`config.mk`:
```
export PLATFORM = sky130hd
export DESIGN_NAME = mmio_uart_tx
export DESIGN_NICKNAME = d
export VERILOG_FILES = /design/src/rtl/uart_pkg.sv /design/src/rtl/sync_fifo.sv /design/src/rtl/mmio_uart_tx.sv
export SDC_FILE = /design/constraint.sdc
export NUM_CORES = 1
export LEC_CHECK = 0
export ABC_CLOCK_PERIOD_IN_PS = 2500
export BUFFER_PORTS_ARGS = -buffer_cell sky130_fd_sc_hd__buf_2
export CAP_MARGIN = 20
export CELL_PAD_IN_SITES_DETAIL_PLACEMENT = 1
export CELL_PAD_IN_SITES_GLOBAL_PLACEMENT = 2
export CORE_UTILIZATION = 29
export DETAILED_ROUTE_END_ITERATION = 10
export PLACE_DENSITY_LB_ADDON = 0.25
export SLEW_MARGIN = 15
export SYNTH_ARGS = -nofsm -noshare
export SYNTH_HDL_FRONTEND = slang
export SYNTH_SLANG_ARGS = --single-unit
```
`constraint.sdc`:
```
create_clock -name clk -period 2.5 [get_ports clk]
set_input_delay 0.125 -clock clk [delete_from_list [all_inputs] [get_ports clk]]
set_output_delay 0.125 -clock clk [all_outputs]
set_load 0.01 [all_outputs]
```
`src/rtl/uart_pkg.sv`:
```
// rtl/uart_pkg.sv - shared FSM states, register offsets and STATUS bit positions for the MMIO UART TX
package uart_pkg;

  typedef enum logic [1:0] {
    IDLE  = 2'd0,
    START = 2'd1,
    DATA  = 2'd2,
    STOP  = 2'd3
  } uart_state_e;

  localparam logic [2:0] TXDATA_OFF = 3'd0;
  localparam logic [2:0] STATUS_OFF = 3'd4;

  localparam int FULL      = 0;
  localparam int EMPTY     = 1;
  localparam int BUSY      = 2;
  localparam int OVF       = 3;
  localparam int COUNT_LSB = 4;

endpackage

```
`src/rtl/sync_fifo.sv`:
```
// rtl/sync_fifo.sv - single-clock FIFO with occupancy count; a push into a full FIFO is accepted only alongside a pop
module sync_fifo #(
  parameter int WIDTH = 8,
  parameter int DEPTH = 4
) (
  input  logic                     clk,
  input  logic                     reset,
  input  logic                     push,
  input  logic [WIDTH-1:0]         push_data,
  input  logic                     pop,
  output logic [WIDTH-1:0]         pop_data,
  output logic                     full,
  output logic                     empty,
  output logic [$clog2(DEPTH):0]   count
);
  localparam int AW = $clog2(DEPTH);

  logic [WIDTH-1:0] mem [DEPTH];
  logic [AW-1:0]    wr_ptr;
  logic [AW-1:0]    rd_ptr;
  logic             push_ok;
  logic             pop_ok;

  // DEPTH is a power of two, so the count MSB alone marks full
  assign full     = count[AW];
  assign empty    = (count == '0);
  assign pop_ok   = pop && !empty;
  assign push_ok  = push && (!full || pop_ok);
  assign pop_data = mem[rd_ptr];

  always_ff @(posedge clk) begin
    if (push_ok) begin
      mem[wr_ptr] <= push_data;
    end
  end

  always_ff @(posedge clk) begin
    if (!reset) begin
      wr_ptr <= '0;
      rd_ptr <= '0;
      count  <= '0;
    end else begin
      if (push_ok) begin
        wr_ptr <= wr_ptr + 1'b1;
      end
      if (pop_ok) begin
        rd_ptr <= rd_ptr + 1'b1;
      end
      case ({push_ok, pop_ok})
        2'b10:   count <= count + 1'b1;
        2'b01:   count <= count - 1'b1;
        default: count <= count;
      endcase
    end
  end

endmodule

```
`src/rtl/mmio_uart_tx.sv`:
```
// rtl/mmio_uart_tx.sv - MMIO 8N1 UART transmitter with TX FIFO; define UART_TX_SIM_PRINT_EN to echo accepted bytes with $write
module mmio_uart_tx
  import uart_pkg::*;
#(
  parameter logic [31:0] BASE_ADDR    = 32'h0001_0000,
  parameter int          CLKS_PER_BIT = 16,
  parameter int          FIFO_DEPTH   = 4
) (
  input  logic        clk,
  input  logic        reset,
  input  logic [31:0] addr,
  input  logic [31:0] wdata,
  input  logic        we,
  input  logic        re,
  output logic        hit,
  output logic [31:0] rdata,
  output logic        tx
);
  localparam int AW = $clog2(FIFO_DEPTH);
  localparam int CW = $clog2(CLKS_PER_BIT);
  localparam logic [CW-1:0] BIT_LAST = CW'(CLKS_PER_BIT - 1);

  logic [31:0]   off;
  logic [2:0]    word_off;
  logic          is_txdata;
  logic          is_status;
  logic          push;
  logic          pop;
  logic          fifo_full;
  logic          fifo_empty;
  logic [AW:0]   count;
  logic [7:0]    fifo_data;
  logic [7:0]    shift;
  logic [CW-1:0] baud_cnt;
  logic [2:0]    bit_idx;
  logic          bit_end;
  logic          ovf;
  logic [31:0]   status;
  uart_state_e   state;
  logic          unused_bits;

  assign hit       = (addr >= BASE_ADDR) && (addr <= BASE_ADDR + 32'd7);
  assign off       = addr - BASE_ADDR;
  assign word_off  = {off[2], 2'b00};
  assign is_txdata = (word_off == TXDATA_OFF);
  assign is_status = (word_off == STATUS_OFF);
  assign bit_end   = (baud_cnt == '0);
  assign push      = we && hit && is_txdata;
  // The FIFO is drained either from IDLE or back-to-back at the end of a stop bit
  assign pop       = !fifo_empty && ((state == IDLE) || ((state == STOP) && bit_end));
  assign unused_bits = ^{wdata[31:8], off[31:3], off[1:0]};

  sync_fifo #(
    .WIDTH (8),
    .DEPTH (FIFO_DEPTH)
  ) u_fifo (
    .clk       (clk),
    .reset     (reset),
    .push      (push),
    .push_data (wdata[7:0]),
    .pop       (pop),
    .pop_data  (fifo_data),
    .full      (fifo_full),
    .empty     (fifo_empty),
    .count     (count)
  );

  always_comb begin
    status                  = '0;
    status[FULL]            = fifo_full;
    status[EMPTY]           = fifo_empty;
    status[BUSY]            = (state != IDLE);
    status[OVF]             = ovf;
    status[COUNT_LSB +: 4]  = 4'(count);
  end

  always_ff @(posedge clk) begin
    if (!reset) begin
      ovf   <= 1'b0;
      rdata <= '0;
    end else begin
      if (push && fifo_full && !pop) begin
        ovf <= 1'b1;
      end else if (we && hit && is_status && wdata[OVF]) begin
        ovf <= 1'b0;
      end
      if (re && hit) begin
        rdata <= is_status ? status : 32'd0;
      end
    end
  end

  always_ff @(posedge clk) begin
    if (!reset) begin
      state    <= IDLE;
      tx       <= 1'b1;
      baud_cnt <= '0;
      bit_idx  <= '0;
      shift    <= '0;
    end else begin
      case (state)
        IDLE: begin
          if (pop) begin
            shift    <= fifo_data;
            tx       <= 1'b0;
            baud_cnt <= BIT_LAST;
            state    <= START;
          end
        end
        START: begin
          if (bit_end) begin
            tx       <= shift[0];
            bit_idx  <= '0;
            baud_cnt <= BIT_LAST;
            state    <= DATA;
          end else begin
            baud_cnt <= baud_cnt - 1'b1;
          end
        end
        DATA: begin
          if (bit_end) begin
            baud_cnt <= BIT_LAST;
            if (bit_idx == 3'd7) begin
              tx    <= 1'b1;
              state <= STOP;
            end else begin
              shift   <= {1'b0, shift[7:1]};
              tx      <= shift[1];
              bit_idx <= bit_idx + 1'b1;
            end
          end else begin
            baud_cnt <= baud_cnt - 1'b1;
          end
        end
        STOP: begin
          if (bit_end) begin
            if (pop) begin
              shift    <= fifo_data;
              tx       <= 1'b0;
              baud_cnt <= BIT_LAST;
              state    <= START;
            end else begin
              state <= IDLE;
            end
          end else begin
            baud_cnt <= baud_cnt - 1'b1;
          end
        end
        default: state <= IDLE;
      endcase
    end
  end

`ifdef UART_TX_SIM_PRINT_EN
  always_ff @(posedge clk) begin
    if (reset && push && (!fifo_full || pop)) begin
      $write("%c", wdata[7:0]);
    end
  end
`else
`endif

endmodule

```
* Yosys cells after proc, flatten, opt, wreduce, memory -nomap -nowiden
Memories as Yosys holds them, arrays and structs flattened. A register that Yosys moved wholly into a read port is not among the register bits. Cells that the tools add are included.
Storage, ports and cells: RAM bits 32, input port bits 68, word-level logic and storage cells 97, bits in registers 58, memories 1
Operators by class: reduce and logical (&&, ||, !) cells 31, magnitude comparators 2, mux-type cells 34, eq/ne operators 12, $add $sub $neg 7
Memories:
- u_fifo.mem | depth 4, width 8, read ports 1, clocked after Yosys merged registers in 1, wr ports 1, RTL line sync_fifo.sv:18 | logic [WIDTH-1:0] mem [DEPTH];
Operator list (count):
- 32-bit by 17-bit >= comparator with 1-bit output (second input constant) | 1
- 32-bit by 17-bit less-or-equal comparator with 1-bit output (second input constant) | 1
- 8-bit two-way mux | 4
- 8-bit case mux with 3 select lines | 1
- 2-bit two-way mux | 7
- 1-bit logical AND | 12
- 4-bit two-way mux | 3
- 2-bit inequality test (second input constant) | 6
- 3-bit case mux with 2 select lines | 2
- 4-bit case mux with 3 select lines | 1
- 1-bit two-way mux | 10
- 3-bit two-way mux | 3
- 2-bit case mux with 4 select lines | 1
- 4-bit AND reduction | 2
- 2-bit nonzero test | 4
- 7-bit two-way mux | 1
- 3-bit by 1-bit adder with 3-bit output (second input constant) | 2
- 2-bit == test (second input constant) | 3
- 3-bit logical NOT | 2
- 3-bit by 1-bit subtractor with 3-bit output (second input constant) | 2
- 5-bit AND reduction | 1
- 2-bit by 1-bit adder with 2-bit output (second input constant) | 2
- 2-bit by 1-bit == test with 1-bit output (second input constant) | 2
- 4-bit logical NOT | 1
- other kinds (9) | 12

* Longest topological paths before layout
Gate-level depths: netlist (run 1).
word-level depth 9, mapped depth 13

* Hierarchy
From an unflattened synthesis (run 1), not the netlist that was laid out.
Second synthesis, totals: cell total of the unflattened synthesis 307, area total of the unflattened synthesis 3388.2 um^2
Modules (own cells, without submodules):
- mmio_uart_tx | instances 1, area each 1757.9 um^2, sequential area each 520.5 um^2, cells an instance 210
- sync_fifo | instances 1, area each 1630.3 um^2, sequential area each 1141.1 um^2, cells an instance 97

* Worst setup path after synthesis (run 1)
No wires, ideal clock.
kind reg2reg, start point reg state[0], end point reg u_fifo.count[2], arrival 2375 ps, slack 55 ps, path buffers 0, stages on the path, launching flop included 12, path through dfxtp_1 -> ha_1 -> nand4bb_4 -> a21o_2 -> nor3_1 -> inv_1 -> ha_1 -> inv_1 -> fa_1 -> xor2_1 -> or3_1 -> a21oi_1
On the way: cells in the longest elaborated chain, start to end 9, elaborated cells between the ends (all ways) 12, those cells by class eq/ne: 3; mux: 1; reduce/logical: 8
Ends and longest elaborated chain:
- start: declaration | RTL line mmio_uart_tx.sv:39 | uart_state_e state;
- start signal: assignment | RTL line mmio_uart_tx.sv:95 | state <= IDLE;
- start signal: assignment | RTL line mmio_uart_tx.sv:107 | state <= START;
- start signal: assignment | RTL line mmio_uart_tx.sv:115 | state <= DATA;
- 2-bit == test | RTL line mmio_uart_tx.sv:50 | assign pop = !fifo_empty && ((state == IDLE) || ((state == STOP) && bit_end));
- 1-bit logical AND | RTL line mmio_uart_tx.sv:50
- 1-bit logical OR (*) | RTL line mmio_uart_tx.sv:50
- 1-bit logical AND (*) | RTL line mmio_uart_tx.sv:50
- 1-bit logical AND (*) | RTL line sync_fifo.sv:27 | assign pop_ok = pop && !empty;
- 1-bit logical OR | RTL line sync_fifo.sv:28 | assign push_ok = push && (!full || pop_ok);
- 1-bit logical AND | RTL line sync_fifo.sv:28
- 2-bit by 1-bit == test with 1-bit output or 2-bit == test (tied branches) | RTL line sync_fifo.sv:49 | case ({push_ok, pop_ok})
- 3-bit case mux with 2 select lines or 2-bit nonzero test (tied branches)
- end signal: assignment | RTL line sync_fifo.sv:50 | 2'b10: count <= count + 1'b1;
- end signal: assignment | RTL line sync_fifo.sv:51 | 2'b01: count <= count - 1'b1;
- end signal: assignment | RTL line sync_fifo.sv:52 | default: count <= count;
- end: declaration | RTL line sync_fifo.sv:14 | output logic [$clog2(DEPTH):0] count
Every way passes the cells marked *; elsewhere a longest branch is shown, timed or not. A chain may end at the register's enable or synchronous reset.

* Final worst setup path (run 1)
start point reg baud_cnt[0], end point reg u_fifo.count[2]
On the way: cells in the longest elaborated chain, start to end 9, elaborated cells between the ends (all ways) 11, those cells by class eq/ne: 2; mux: 1; reduce/logical: 8
Ends and longest elaborated chain:
- start: declaration | RTL line mmio_uart_tx.sv:34 | logic [CW-1:0] baud_cnt;
- start signal: assignment | RTL line mmio_uart_tx.sv:117 | baud_cnt <= baud_cnt - 1'b1;
- start signal: assignment | RTL line mmio_uart_tx.sv:132 | baud_cnt <= baud_cnt - 1'b1;
- start signal: assignment | RTL line mmio_uart_tx.sv:146 | baud_cnt <= baud_cnt - 1'b1;
- 4-bit logical NOT (*) | RTL line mmio_uart_tx.sv:47 | assign bit_end = (baud_cnt == '0);
- 1-bit logical AND (*) | RTL line mmio_uart_tx.sv:50
- 1-bit logical OR (*) | RTL line mmio_uart_tx.sv:50
- 1-bit logical AND (*) | RTL line mmio_uart_tx.sv:50
- 1-bit logical AND (*) | RTL line sync_fifo.sv:27
- net u_fifo.pop_ok | RTL line sync_fifo.sv:22 | logic pop_ok;
- 1-bit logical OR | RTL line sync_fifo.sv:28
- 1-bit logical AND | RTL line sync_fifo.sv:28
- 2-bit by 1-bit == test with 1-bit output or 2-bit == test (tied branches) | RTL line sync_fifo.sv:49
- 3-bit case mux with 2 select lines or 2-bit nonzero test (tied branches)
Mark *: on every way through the listed nets, which the timed path passes. The rest lies on a longest branch.

==> impl_metrics.env, run 1 <==
export IMPL_synth_top_family_by_area="simple AND/OR/NAND/NOR gates"
export IMPL_synth_top_cell_by_area="edfxtp_1"
export IMPL_grt_pass1_wl_um=12000
export IMPL_synthMuxAreaShare=0.104
export IMPL_hold_violations=0
export IMPL_synth_xor_area_frac=0.0103
export IMPL_setup_viol=0
export IMPL_crit_required_ps=2760
export IMPL_yosys_area_share_simple=0.147
export IMPL_synth_main_ff_cell="dfxtp_1"
export IMPL_fin_crit_sh=0.946
export IMPL_hpwl_um=5100
export IMPL_powerDensity_nw_per_um2=620
export IMPL_clock_skew_ps=4.40
export IMPL_cts_path_max_buffers=2
export IMPL_clock_sinks=66
export IMPL_antenna_cells=0
export IMPL_synth_cell_types=55
export IMPL_totalWireLength_um=7260
export IMPL_synth_seq_cells=66
export IMPL_min_path_type="primary input to flip-flop"
export IMPL_gp_congestion=0.708
export IMPL_fin_cells=521
export IMPL_grt_max_degree=26
export IMPL_yosysSeqAreaShare=0.485
export IMPL_htreeDepth=3
export IMPL_grtUsageTotal=0.134
export IMPL_fin_nets=454
export IMPL_drive_gt1_frac=0.315
export IMPL_numPortBuffers=50
export IMPL_hold_ws_ps=12.5
export IMPL_synthArstFlopShare=0
export IMPL_start_kind="flip-flop"
export IMPL_arrival_ps=2620
export IMPL_drv_cap=0
export IMPL_syn_area_um2=3390
export IMPL_area_growth_pct=23.1
export IMPL_vdd_ir_drop_max_uv=463
export IMPL_grt_pass1_vias=2381
export IMPL_min_period_ps=2360
export IMPL_whs_path_depth=1
export IMPL_die_x_um=110
export IMPL_gr_total_overflow=0
export IMPL_synth_edff_count=32
export IMPL_synth_area_top_cells="edfxtp_1, dfxtp_1, buf_4"
export IMPL_slew_viol_final=0
export IMPL_rr_worst_depth=11
export IMPL_p_leak_nw=1.59
export IMPL_placed_cells=493
export IMPL_die_area_um2=12100
export IMPL_synth_fa_ha_area_frac=0.0503
export IMPL_synthCells=299
export IMPL_die_height_um=110
export IMPL_final_util=0.365
export IMPL_cts_tree="yes"
export IMPL_drc=0
export IMPL_critPathKind="flip-flop to flip-flop"
export IMPL_path_max_fanout=5
export IMPL_worstReg2RegEnd="u_fifo.count[2]"
export IMPL_drt_iter0_drc=71
export IMPL_r2r_start="baud_cnt[0]"
export IMPL_viasPerCell=4.63
export IMPL_root_buffer="clkbuf_16"
export IMPL_synth_top_area_share=0.284
export IMPL_slew_headroom=0.600
export IMPL_synth_compound_area_frac=0.108
export IMPL_rrSetupSlack_ps=140
export IMPL_detail_route_antenna_nets=0
export IMPL_syn_area_per_cell_um2=11.3
export IMPL_num_vias=2410
export IMPL_fmax_mhz=423
export IMPL_worst_pin_slew_ps=597
export IMPL_io_pins=102
export IMPL_antenna_found_initial=0
export IMPL_num_rows=39
export IMPL_clock_latency_ps=330
export IMPL_first_pass_iters=4
export IMPL_hp_start="wdata[5]"
export IMPL_hold_path_end="u_fifo.mem[3][5]"
export IMPL_start_util=0.297
export IMPL_coreArea_um2=11400
export IMPL_path_clk_slew_ps=60
export IMPL_end_kind="flip-flop"
export IMPL_numCtsBuffers=9
export IMPL_yosysWarnings=0
export IMPL_avgRoutedWirePerCell_um=13.9
export IMPL_status="complete, no violations"
[sequential cells by signal, summed over array words and instances, names as in the netlist, named ones only]
| signal | flops |
|---|---|
| bit_idx | 3 |
| u_fifo.count | 3 |
| u_fifo.rd_ptr | 2 |
| u_fifo.wr_ptr | 2 |
| shift | 8 |
| tx | 1 |
| u_fifo.mem | 32 |
| rdata | 6 |
| baud_cnt | 4 |
| ovf | 1 |
| state | 2 |
[power by group]
group	total (mW)	internal [mW]	switching [mW]
logic	0.277	0.124	0.153
registers	1.16	1.15	0.0101
clock network	1.15	0.672	0.478
total	2.58	1.94	0.641
[repair_timing]
| action | CTS | global route |
|---|---|---|
| setup endpoints to repair | 0 | 2 |
| hold buffers | 4 | 0 |
| endpoints found under the hold margin | 16 | 0 |
| resized for setup | 0 | 10 |
| setup buffers | 0 | 8 |
[synth_stat cells, types with 5 or more instances]
cell and instances:
ha_1 12, inv_1 15, o21ai_0 11, clkbuf_1 7, nand2_1 21, dfxtp_1 34
edfxtp_1 32, o31ai_1 9, mux4_2 8, buf_4 26, mux2i_1 15, and2_1 5
nor2_1 19, a21oi_1 17
[layout make-up]
type                            instances  area [µm²]
Fill cell                            1298        7250
Sequential cell                        66        1650
Multi-Input combinational cell        203        1540
Timing Repair Buffer                   78         474
Clock buffer                           10         229
Tap cell                              143         179
Inverter                               15        56.3
Clock inverter                          6        42.5
[per-layer routing]
layer  global-route usage  up-vias  wire length, µm
met2                0.214       61             3450
met5                    0        -                0
met1                0.170     1152             3390
li1                     -     1188                -
met3               0.0406        9              296
met4               0.0486        0              112
[metrics by stage]
stage	cell area [µm²]	setup slack, ps	TNS, ps	power (mW)
after floorplan	3480	54.7	0	1.36
after global placement	3760	117	0	1.41
after detailed placement	3760	66.9	0	1.42
after CTS	4070	34.7	0	2.59
after global routing	4170	-61.1	-61.1	2.70
final	4170	135	0	2.58
[worst max-delay path by stage]
stage / startpoint / end / depth (start not counted)
floorplan: state[0] / u_fifo.count[2] / 11
global placement: state[0] / u_fifo.count[2] / 12
detailed placement: state[1] / u_fifo.count[2] / 12
CTS: state[1] / u_fifo.count[2] / 12
global route: baud_cnt[0] / u_fifo.count[2] / 11
finish: baud_cnt[0] / u_fifo.count[2] / 11
[layout by cell type (no fill, tap or decap), types with 10 or more instances in the layout]
| cell | instances |
|---|---|
| edfxtp_1 | 32 |
| mux2i_1 | 15 |
| buf_2 | 50 |
| a21oi_1 | 17 |
| o21ai_0 | 11 |
| nand2_1 | 21 |
| inv_1 | 15 |
| nor2_1 | 19 |
| ha_1 | 10 |
| buf_4 | 23 |
| conb_1 | 25 |
| dfxtp_1 | 32 |
[critical path: stages (launching register included)]
cell and delay (ps):
dfxtp_1 340, inv_1 110, ha_4 160, and4bb_2 270, o21ai_0 120, inv_1 80
ha_1 170, inv_1 60, fa_1 370, xor2_1 170, or3_1 310, a21oi_1 130
[cells by family after synthesis]
| group | after synthesis |
|---|---|
| buffers and inverters | 54 |
| multiplexers | 25 |
| other | 1 |
| flip-flops | 66 |
| AND/OR/NAND/NOR | 82 |
| XOR/XNOR | 4 |
| adder cells (fa/ha/maj) | 13 |
| AO/OA/AOI/OAI | 54 |
No activity file was read; power rests on OpenSTA's default activity.
==> run 2: changes to the inputs <==
- ABC_CLOCK_PERIOD_IN_PS: 2500 -> 2800
- CORE_UTILIZATION: 29 -> 35
- clock period: 2.5 -> 2.8 ns (I/O delays scaled with it)
==> impl_metrics.env, run 2 (synthesized netlist as in run 1, its figures left out) <==
export IMPL_viasPerCell=4.79
export IMPL_hold_path_end="u_fifo.mem[3][2]"
export IMPL_vdd_ir_drop_max_uv=506
export IMPL_cts_tree="yes"
export IMPL_rsz0062_at_grt="no"
export IMPL_fin_tns_setup_ps=0
export IMPL_root_buffer="clkbuf_8"
export IMPL_antenna_cells=0
export IMPL_top_register="u_fifo.mem"
export IMPL_multiInputGateArea_um2=1510
export IMPL_htreeDepth=3
export IMPL_hold_violations=0
export IMPL_coreArea_um2=9280
export IMPL_first_pass_iters=4
export IMPL_gr_total_overflow=0
export IMPL_num_rows=35
export IMPL_p_leak_nw=1.49
export IMPL_num_vias=2360
export IMPL_hpwl_um=4950
export IMPL_fin_cells=493
export IMPL_place_area_um2=3690
export IMPL_rr_worst_depth=10
export IMPL_min_period_ps=2550
export IMPL_grt_pass1_wl_um=11200
export IMPL_detail_route_antenna_nets=0
export IMPL_io_pins=102
export IMPL_path_clk_slew_ps=80
export IMPL_grtUsageTotal=0.148
export IMPL_regArea_um2=1640
export IMPL_die_height_um=100
export IMPL_top_regs="u_fifo.mem x32, shift x8, rdata x6"
export IMPL_clock_skew_ps=8.75
export IMPL_totalWireLength_um=6930
export IMPL_worst_pin_slew_ps=598
export IMPL_die_x_um=100
export IMPL_cts_resized=0
export IMPL_end_kind="flip-flop"
export IMPL_clock_sinks=66
export IMPL_fillers=1066
export IMPL_clock_latency_ps=350
export IMPL_min_path_type="primary input to flip-flop"
export IMPL_die_area_um2=10100
export IMPL_fmax_mhz=392
export IMPL_drc=0
export IMPL_postCtsHoldBufs=5
export IMPL_cts_path_max_buffers=2
export IMPL_grt_pass1_vias=2344
export IMPL_numPortBuffers=50
export IMPL_cts_setup_buffers=0
export IMPL_hp_start="wdata[2]"
export IMPL_numCtsBuffers=9
export IMPL_gp_congestion=0.723
export IMPL_r2r_start="state[0]"
export IMPL_slew_viol_final=0
export IMPL_powerDensity_nw_per_um2=527
export IMPL_final_common_cell="buf_2"
export IMPL_area_growth_pct=16.6
export IMPL_arrival_ps=2830
export IMPL_worstReg2RegEnd="u_fifo.count[2]"
export IMPL_drt_iter0_drc=37
export IMPL_status="complete, no violations"
export IMPL_drive_gt1_frac=0.272
export IMPL_fin_crit_sh=0.912
export IMPL_grt_max_degree=26
export IMPL_path_max_fanout=8
export IMPL_fin_nets=440
export IMPL_largest_reg_flops=32
export IMPL_design_area_um2=3950
export IMPL_avgRoutedWirePerCell_um=14.0
export IMPL_slew_headroom=0.599
export IMPL_critPathKind="flip-flop to flip-flop"
export IMPL_rrSetupSlack_ps=250
export IMPL_placed_cells=472
export IMPL_setup_viol=0
export IMPL_crit_required_ps=3070
export IMPL_drv_cap=0
export IMPL_whs_path_depth=1
export IMPL_start_kind="flip-flop"
export IMPL_layout_common_cells="buf_2, dfxtp_1, edfxtp_1"
export IMPL_antenna_found_initial=0
export IMPL_start_util=0.365
==> run 2: cell types whose count changed in the layout (fill, tap and decap cells not counted), moves of 2 or more <==
cell and delta:
dfxtp_1 +2, clkbuf_16 -9, ha_1 +2, inv_6 +2, clkinv_2 -2, clkbuf_8 +9
dfxtp_4 -2, buf_4 -14
==> run 2: stage by stage <==
stage	total power [mW]	setup slack, ps	util	hold slack, ps
final	2.08	248	0.425	18.3
after global routing	2.17	84.6	0.425	7.75
after CTS	2.11	213	0.425	6.21
after detailed placement	1.26	241	0.398	359
after global placement	1.26	289	0.398	354
after floorplan	1.21	355	-	239
==> run 2: how the worst max path moves through the flow <==
| stage | start | end | slack [ps] |
|---|---|---|---|
| 6_report | state[0] | u_fifo.count[2] | 250 |
| 5_1_grt | state[1] | u_fifo.count[2] | 80 |
| 4_1_cts | state[0] | u_fifo.count[2] | 210 |
| 3_5_place_dp | state[0] | u_fifo.count[2] | 240 |
| 3_3_place_gp | state[1] | u_fifo.count[2] | 290 |
| 2_1_floorplan | state[0] | u_fifo.count[2] | 350 |
==> run 2: worst max-delay path, cell delays in order, from the launching register on <==
cell and delay (ps):
dfxtp_1 410, ha_1 370, and4bb_2 310, o21ai_0 110, inv_1 80, ha_1 170, inv_1 60, fa_1 370
xor2_1 160, or3_1 300, a21oi_1 130
==> run 2: layout make-up <==
type / count / area share
sequential: 66 / 0.416
timing repair buffer: 64 / 0.0932
multi-input combinational: 203 / 0.384
inverter: 15 / 0.0143
tap: 129 / 0.0409
clock buffer: 9 / 0.0314
clock inverter: 7 / 0.0209
==> run 2: routing by layer <==
metal | wire (µm) | part of all wire | vias to the layer above | track usage
li1 | - | - | 1158 | -
met1 | 3190 | 0.46 | 1137 | 0.182
met2 | 3390 | 0.49 | 57 | 0.247
met3 | 243 | 0.035 | 8 | 0.0383
met4 | 97 | 0.014 | 0 | 0.0569
met5 | 0 | 0 | - | 0
==> run 2: report_power, final <==
group | internal (mW) | total [mW] | switching, mW | leakage, nW
Clock | 0.426 | 0.839 | 0.412 | 0.0988
Sequential | 1.02 | 1.03 | 0.0101 | 0.561
Combinational | 0.0883 | 0.212 | 0.123 | 0.825
Total | 1.53 | 2.08 | 0.546 | 1.49
==> run 3: changes to the inputs <==
- ABC_CLOCK_PERIOD_IN_PS: 2800 -> 2100
- CORE_UTILIZATION: 35 -> 29
- SLEW_MARGIN: 15 -> 20
- clock period: 2.8 -> 2.1 ns (I/O delays scaled with it)
==> impl_metrics.env, run 3 (synthesized netlist as in run 1, its figures left out) <==
export IMPL_top_register="u_fifo.mem"
export IMPL_finalPower_mw=3.28
export IMPL_start_util=0.297
export IMPL_hpwl_um=5450
export IMPL_die_height_um=110
export IMPL_viasPerCell=4.65
export IMPL_slew_headroom=0.618
export IMPL_fin_cells=544
export IMPL_grtUsageTotal=0.142
export IMPL_arrival_ps=2430
export IMPL_drc=0
export IMPL_numPortBuffers=50
export IMPL_die_area_um2=12100
export IMPL_largest_reg_flops=32
export IMPL_first_pass_iters=4
export IMPL_grt_pass1_vias=2611
export IMPL_totalWireLength_um=7600
export IMPL_final_common_cell="buf_2"
export IMPL_avgRoutedWirePerCell_um=14.0
export IMPL_drive_gt1_frac=0.379
export IMPL_rrSetupSlack_ps=-60
export IMPL_rsz0062_at_grt="yes"
export IMPL_min_period_ps=2160
export IMPL_area_growth_pct=32.7
export IMPL_numCtsBuffers=9
export IMPL_die_x_um=110
export IMPL_coreArea_um2=11400
export IMPL_drt_iter0_drc=69
export IMPL_antenna_cells=0
export IMPL_status="finished with violations"
export IMPL_cts_path_max_buffers=2
export IMPL_final_util=0.393
export IMPL_grt_pass1_wl_um=12600
export IMPL_fin_nets=477
export IMPL_critPathKind="flip-flop to flip-flop"
export IMPL_root_buffer="clkbuf_16"
export IMPL_path_clk_slew_ps=60
export IMPL_start_kind="flip-flop"
export IMPL_path_max_fanout=3
export IMPL_gr_total_overflow=0
export IMPL_vdd_ir_drop_max_uv=772
export IMPL_clock_sinks=66
export IMPL_clock_skew_ps=6.41
export IMPL_design_area_um2=4490
export IMPL_fin_crit_sh=1.03
export IMPL_clock_latency_ps=340
export IMPL_drv_cap=0
export IMPL_fmax_mhz=462
export IMPL_worst_pin_slew_ps=572
export IMPL_setup_viol=1
export IMPL_min_path_type="primary input to flip-flop"
export IMPL_grt_max_degree=19
export IMPL_worst_slack_ps=-62.8
export IMPL_slew_viol_final=0
export IMPL_io_pins=102
export IMPL_cts_tree="yes"
export IMPL_crit_required_ps=2370
export IMPL_gp_congestion=0.713
export IMPL_place_area_um2=4050
export IMPL_htreeDepth=3
export IMPL_hold_violations=0
export IMPL_p_leak_nw=1.75
export IMPL_detail_route_antenna_nets=0
export IMPL_num_vias=2527
export IMPL_antenna_found_initial=0
export IMPL_violations="negative setup slack"
export IMPL_layout_common_cells="buf_2, buf_4, edfxtp_1"
export IMPL_powerDensity_nw_per_um2=730
export IMPL_top_regs="u_fifo.mem x32, shift x8, rdata x6"
export IMPL_num_rows=39
export IMPL_placed_cells=516
export IMPL_dp_slack_ps=-93.3
export IMPL_end_kind="flip-flop"
## run 3: cell types whose count changed in the layout (fill, tap and decap cells not counted), sizes merged
cell / delta
dlygate4sd3: +2
clkinvlp: -1
buf: +35
clkinv: +1
## run 3: cell type report
type	count	area, µm²
Clock inverter	7	83.8
Inverter	15	56.3
Sequential cell	66	1650
Clock buffer	9	225
Fill cell	1279	6930
Tap cell	143	179
Timing Repair Buffer	101	704
Multi-Input combinational cell	203	1590
## run 3: where the power goes
group	internal [mW]	total (mW)	switching, mW
combinational	0.165	0.355	0.191
clock	0.941	1.55	0.608
sequential	1.36	1.38	0.0121
## run 3: routing by layer
metal	global-route usage	vias up	part of all wire
li1	-	1237	-
met1	0.168	1213	0.45
met2	0.238	68	0.48
met3	0.0453	9	0.043
met4	0.0600	0	0.020
met5	0	-	0
## run 3: stage by stage
stage	hold WS [ps]	setup TNS, ps
detailed placement	325	-101
global placement	317	-42.6
floorplan	204	-95.2
global route	18.4	-254
finish	24.3	-62.8
CTS	11.5	-91.0
## run 3: final timing paths
path | end | cells after the start | start
worst max-delay path | u_fifo.count[2] | 12 | state[1]
worst min-delay path | u_fifo.mem[0][3] | 1 | wdata[3]
worst max register to register | u_fifo.count[2] | 12 | state[1]
worst min register to register | rdata[1] | 2 | rdata[1]
## run 3: repair_timing
item / in CTS / in global routing
setup endpoints to repair: 2 / 2
hold buffers: 7 / 0
hold endpoints to repair: 28 / 0
gates resized for setup: 2 / 6
pin swaps: 2 / 1
cloned: 0 / 0
buffers inserted: 3 / 2
## run 3: critical path: stages, from the launching register on
cell and delay, ps:
dfxtp_4 370, inv_2 50, ha_4 170, nor2b_4 120
a21o_4 140, nor3_4 30, inv_1 60, ha_2 180
inv_2 40, fa_2 320, xor2_1 150, or3_1 320
a21oi_2 130
